## config.mk

```make
export PLATFORM = sky130hd
export DESIGN_NAME = stream_mux
export DESIGN_NICKNAME = d
export VERILOG_FILES = /design/src/rtl/stream_mux.sv
export SDC_FILE = /design/constraint.sdc
export NUM_CORES = 1
export LEC_CHECK = 0
export ABC_AREA = 1
export ABC_CLOCK_PERIOD_IN_PS = 2000
export BUFFER_PORTS_ARGS = -buffer_cell sky130_fd_sc_hd__clkbuf_2
export CAP_MARGIN = 0
export CELL_PAD_IN_SITES_DETAIL_PLACEMENT = 1
export CELL_PAD_IN_SITES_GLOBAL_PLACEMENT = 2
export CORE_ASPECT_RATIO = 1.75
export CORE_MARGIN = 2
export CORE_UTILIZATION = 24
export DETAILED_ROUTE_END_ITERATION = 12
export PLACE_DENSITY_LB_ADDON = 0.3
export SLEW_MARGIN = 20
export SYNTH_ARGS = -nofsm -noshare
export SYNTH_HDL_FRONTEND = slang
export SYNTH_SLANG_ARGS = --single-unit
export TNS_END_PERCENT = 5
```

## constraint.sdc

```tcl
create_clock -name clk -period 2 [get_ports clk]
set_input_delay 0.1 -clock clk [delete_from_list [all_inputs] [get_ports clk]]
set_output_delay 0.1 -clock clk [all_outputs]
set_load 0.05 [all_outputs]
```

## src/rtl/stream_mux.sv

```systemverilog
// stream_mux: N:1 valid/ready stream multiplexer with one registered output
// stage. The channel is picked either by sel (mode=0) or by round-robin
// (mode=1).
// Optional feature: define PKT_LOCK_EN to add in_last/out_last and to keep the
// grant on one channel until the last beat of its packet has been accepted.
module stream_mux #(
  parameter int WIDTH = 8,
  parameter int N     = 4,
  parameter int SELW  = 2
) (
  input  logic               clk,
  input  logic               rst,
  input  logic [N*WIDTH-1:0] in_data,
  input  logic [N-1:0]       in_valid,
  output logic [N-1:0]       in_ready,
  input  logic               mode,
  input  logic [SELW-1:0]    sel,
  output logic [WIDTH-1:0]   out_data,
  output logic               out_valid,
  input  logic               out_ready,
  output logic [SELW-1:0]    out_ch
`ifdef PKT_LOCK_EN
  ,
  input  logic [N-1:0]       in_last,
  output logic               out_last
`endif
);

  // Output register and arbitration state
  logic [WIDTH-1:0] out_data_q, out_data_d;
  logic             out_valid_q, out_valid_d;
  logic [SELW-1:0]  out_ch_q, out_ch_d;
  logic [SELW-1:0]  rr_ptr_q, rr_ptr_d;

  // Arbitration results
  logic             grant_valid;
  logic [SELW-1:0]  grant;
  logic             rr_found;
  logic [SELW-1:0]  rr_ch;
  logic [SELW:0]    rr_idx;
  logic             load;
  logic             xfer;
  logic             beat_last;

  // Per-channel data slices
  logic [WIDTH-1:0] ch_data [N];

`ifdef PKT_LOCK_EN
  logic             lock_q, lock_d;
  logic [SELW-1:0]  lock_ch_q, lock_ch_d;
  logic             out_last_q, out_last_d;
`endif

  genvar gi;
  generate
    for (gi = 0; gi < N; gi++) begin : g_chan
      assign ch_data[gi]  = in_data[gi*WIDTH +: WIDTH];
      // Only the granted channel sees ready, and only when the stage can load.
      assign in_ready[gi] = xfer & (grant == SELW'(gi));
    end
  endgenerate

  // The output stage can take a new beat when empty or being drained.
  assign load = !out_valid_q | out_ready;
  // Nothing is accepted while reset is asserted.
  assign xfer = load & grant_valid & !rst;

  // Grant selection: packet lock first, then round-robin or fixed select.
  always_comb begin
    grant_valid = 1'b0;
    grant       = '0;
    rr_found    = 1'b0;
    rr_ch       = '0;
    rr_idx      = '0;
    // Round-robin search starting at rr_ptr, wrapping modulo N.
    for (int i = 0; i < N; i++) begin
      rr_idx = {1'b0, rr_ptr_q} + (SELW+1)'(i);
      if (rr_idx >= (SELW+1)'(N)) begin
        rr_idx = rr_idx - (SELW+1)'(N);
      end
      if (!rr_found && in_valid[rr_idx[SELW-1:0]]) begin
        rr_found = 1'b1;
        rr_ch    = rr_idx[SELW-1:0];
      end
    end
`ifdef PKT_LOCK_EN
    if (lock_q) begin
      grant_valid = in_valid[lock_ch_q];
      grant       = lock_ch_q;
    end else
`endif
    if (mode) begin
      grant_valid = rr_found;
      grant       = rr_ch;
    end else if ({1'b0, sel} < (SELW+1)'(N)) begin
      // An out-of-range select grants nothing.
      grant_valid = in_valid[sel];
      grant       = sel;
    end
  end

  // Next-state logic for the output register, round-robin pointer and lock.
  always_comb begin
    out_valid_d = out_valid_q;
    out_data_d  = out_data_q;
    out_ch_d    = out_ch_q;
    rr_ptr_d    = rr_ptr_q;
    beat_last   = 1'b1;
`ifdef PKT_LOCK_EN
    lock_d      = lock_q;
    lock_ch_d   = lock_ch_q;
    out_last_d  = out_last_q;
    beat_last   = in_last[grant];
`endif
    if (load) begin
      // An empty load cycle clears out_valid; data and channel just hold.
      out_valid_d = grant_valid;
      if (grant_valid) begin
        out_data_d = ch_data[grant];
        out_ch_d   = grant;
`ifdef PKT_LOCK_EN
        out_last_d = in_last[grant];
`endif
      end
    end
    if (xfer) begin
      // The pointer moves past the served channel only at a beat boundary
      // that ends a packet (every beat when packets are not tracked).
      if (mode && beat_last) begin
        rr_ptr_d = (grant == SELW'(N-1)) ? '0 : grant + SELW'(1);
      end
`ifdef PKT_LOCK_EN
      lock_d    = !in_last[grant];
      lock_ch_d = grant;
`endif
    end
  end

  // State registers with synchronous reset; reset drops any held beat.
  always_ff @(posedge clk) begin
    if (rst) begin
      out_valid_q <= 1'b0;
      out_data_q  <= '0;
      out_ch_q    <= '0;
      rr_ptr_q    <= '0;
`ifdef PKT_LOCK_EN
      lock_q      <= 1'b0;
      lock_ch_q   <= '0;
      out_last_q  <= 1'b0;
`endif
    end else begin
      out_valid_q <= out_valid_d;
      out_data_q  <= out_data_d;
      out_ch_q    <= out_ch_d;
      rr_ptr_q    <= rr_ptr_d;
`ifdef PKT_LOCK_EN
      lock_q      <= lock_d;
      lock_ch_q   <= lock_ch_d;
      out_last_q  <= out_last_d;
`endif
    end
  end

  assign out_data  = out_data_q;
  assign out_valid = out_valid_q;
  assign out_ch    = out_ch_q;
`ifdef PKT_LOCK_EN
  assign out_last  = out_last_q;
`endif

endmodule
```

==> results.sh <==
export IMPL_status="complete, but fails checks"
export IMPL_violations="negative setup slack"
export IMPL_gp_congestion=0.822
export IMPL_drtAntennaViolNets=0
export IMPL_viasPerCell=4.54
export IMPL_fill_cells=739
export IMPL_core_um2=5500
export IMPL_setup_viol=12
export IMPL_hold_ws_ns=0.112
export IMPL_synth_fa_ha_area_share_pct=0
export IMPL_antenna_found_initial=0
export IMPL_wl_um=5180
export IMPL_synthSimpleGateAreaFrac_pct=59.5
export IMPL_place_hpwl_um=4080
export IMPL_fp_dieArea_um2=6240
export IMPL_vias=1674
export IMPL_synth_most_common_cell="nand2_1"
export IMPL_holdCritPathClass="input port to flop"
export IMPL_muxShareOfSynthArea_pct=0
export IMPL_setup_slack_ns=-0.0663
export IMPL_power_density_nw_per_um2=765
export IMPL_cpPeakStageDelay_ns=0.34
export IMPL_slew_violations=0
export IMPL_cts_tree="built"
export IMPL_max_cap_viol_count=0
export IMPL_p_leak_nw=1.09
export IMPL_synth_top_cell_by_area="dfxtp_1"
export IMPL_gr_usage_all_layers_pct=17.6
export IMPL_overflow=0
export IMPL_critical_path_max_fanout=5
export IMPL_numCtsBuffers=3
export IMPL_synthFlopType="dfxtp_1"
export IMPL_postSynthAreaPerCell_um2=6.52
export IMPL_synth_top_family_by_area="simple AND/OR/NAND/NOR gates"
export IMPL_syn_area_um2=1340
export IMPL_slew_headroom_pct=78.4
export IMPL_ir_drop_uv=432
export IMPL_rsz0062_at_grt="true"
export IMPL_layoutNonFillerInstCount=369
export IMPL_hold_start="rst"
export IMPL_critPathMostFrequentCell="nand2_2"
export IMPL_layout_min_cycle_time_ns=2.07
export IMPL_rr_worst_depth=18
export IMPL_post_place_ws_ns=-0.0964
export IMPL_dp_cells=347
export IMPL_die_x_um=60.6
export IMPL_cp_arrival_ns=1.97
export IMPL_worst_slew_pin_slew_ns=0.324
export IMPL_num_rows=36
export IMPL_drt_iter0_drc=27
export IMPL_path_cells="buf_6 -> inv_8 -> nand2_2 -> nand2_2 -> nand2_2 -> nand2_4 -> nand2_2 -> nand2_2 -> nand2_2 -> nand2_4 -> nor2_4 -> nor2_8 -> buf_12 -> nor3_4 -> buf_8"
export IMPL_worst_setup_path_end_kind="output port"
export IMPL_cp_num_buf_inv=4
export IMPL_cp_start_kind="flop"
export IMPL_io_pins=57
export IMPL_synth_area_leaders="dfxtp_1, nand3_1, nand2_1, nand3_2, nand2_2"
export IMPL_clock_fmax_ghz=0.484
export IMPL_grt_max_degree=20
export IMPL_clock_tree_htree_level_count=1
export IMPL_cts_root_buf="clkbuf_8"
export IMPL_diodes=0
export IMPL_holdPathEnd="out_valid$_SDFFE_PP0P_"
export IMPL_path_delay_family="simple AND/OR/NAND/NOR gates"
export IMPL_grt_pass1_vias=1782
export IMPL_total_power_mw=1.68
export IMPL_ys_seq_area_share_pct=19.4
export IMPL_clock_latency_ns=0.24
export IMPL_avgRoutedWirePerCell_um=14.0
export IMPL_fin_worst_skew_ns=0.00336
export IMPL_syn_instance_count=206
export IMPL_synth_compound_gate_area_share_pct=8.85
export IMPL_rrSetupSlack_ns=-0.05
export IMPL_start_util_pct=24.5
export IMPL_clk_path_buf_depth=2
export IMPL_cts_sinks=13
export IMPL_hold_path_depth=2
export IMPL_cp_slowest_cell="dfxtp_2"
export IMPL_rr_endpoint="out_data[1]$_SDFFE_PP0P_"
export IMPL_first_pass_iters=4
export IMPL_syn_nets=248
export IMPL_port_buffers=56
export IMPL_layout_area_seq_um2=263
export IMPL_ys_types=25
export IMPL_r2r_start="rr_ptr_q[0]$_SDFFE_PP0P_"
export IMPL_crit_path_start="rr_ptr_q[0]$_SDFFE_PP0P_"
export IMPL_cp_required_ns=1.90
export IMPL_die_y_um=103
export IMPL_cts_hold_buf=0
export IMPL_synth_xor_xnor_area_share_pct=0
export IMPL_fin_nets=336
export IMPL_clkTransAtPathRegs_ns=0.05
export IMPL_yosysTopAreaCellShare_pct=19.4
export IMPL_area_delta_synth_final_pct=63.3
export IMPL_async_reset_ff_share_pct=0
export IMPL_finalHoldViolCount=0
export IMPL_layout_drive_gt1_share_pct=60.4
export IMPL_ys_ff_latch=13
export IMPL_critPathKind="flop to output port"
export IMPL_grt_first_pass_wirelength_um=8280
export IMPL_multi_input_area_um2=1050
export IMPL_post_route_period_util_pct=103
export IMPL_synth_common_cells="nand2_1, nand3_1, nor2_1, nand2_2, nand3_2"
export IMPL_drc=0
export IMPL_yosys_warnings=0
export IMPL_synth_edf_count=0
[cell type report]
type	instances	share of cell area, %
multi-input cells	164	48.1
repair buffers	91	29.4
flip-flops and latches	13	12.0
well taps	76	4.33
inverters	20	3.93
clock buffers	4	2.05
repair inverters	1	0.285
[flip-flops by register name, summed over array words and instances, names as in the netlist]
name / flops
out_ch: 2
rr_ptr_q: 2
out_valid: 1
out_data: 8
[logic make-up (layout without fill, tap and decap cells)]
| family | after synthesis | count (layout) |
|---|---|---|
| AOI/OAI and AO/OA | 21 | 21 |
| buffers and inverters | 29 | 116 |
| DFF | 13 | 13 |
| and+or+nand+nor | 143 | 143 |
[metrics by stage]
| stage | TNS, ns | instance area [um^2] | utilization [%] |
|---|---|---|---|
| after global routing | -2.19 | 2190 | 39.9 |
| after floorplan | -0.408 | 1360 | - |
| final | -0.413 | 2190 | 39.9 |
| after detailed placement | -0.536 | 1820 | 33.2 |
| after CTS | -0.696 | 2160 | 39.4 |
| after global placement | -0.166 | 1820 | 33.2 |
[where the power goes]
group	total (mW)	switching, mW	internal [mW]	leakage [nW]
clock	0.230	0.0892	0.140	0.0228
sequential	0.327	0.0234	0.304	0.109
combinational	1.12	0.688	0.435	0.962
[cell usage in the layout, fill, tap and decap left out, types with 4 or more instances in the layout]
cell type,netlist,layout
o21ai_0,9,9
nand3_1,38,31
buf_12,1,4
buf_4,0,28
nand2_2,15,22
a21oi_1,6,6
o21ai_1,5,5
inv_2,4,5
nand3_2,15,22
inv_1,14,12
nand2_4,4,6
buf_8,0,4
nor2_1,18,8
dfxtp_1,13,11
nand2_1,40,30
nor2_2,5,14
clkbuf_2,0,52
[per-layer routing]
layer | vias to the layer above | GRT usage (%) | share of wire, %
met5 | - | 0 | 0
met2 | 46 | 37.6 | 61
li1 | 849 | - | -
met4 | 0 | 3.68 | 2.3
met1 | 773 | 16.4 | 33
met3 | 6 | 2.13 | 3.3
[worst reg2reg max path, delay by kind of cell (launching register included)]
family | cells | cell delay (ns)
buffers and inverters | 4 | 0.44
AND/OR/NAND/NOR | 14 | 1.16
flip-flops | 1 | 0.34
[worst max-delay path by stage]
stage,end,depth (start not counted),slack (ns)
floorplan,in_ready[3],12,-0.18
global placement,out_data[0]$_SDFFE_PP0P_,16,-0.06
detailed placement,out_data[5]$_SDFFE_PP0P_,16,-0.1
CTS,in_ready[1],15,-0.1
global route,in_ready[3],14,-0.21
finish,in_ready[1],15,-0.07
[what timing repair did]
item	in CTS	in global routing
resized for setup	41	13
setup endpoints to repair	12	14
buffers inserted	17	0
gates cloned	1	0
pin swaps	16	0
(Power assumes the default switching activity.)
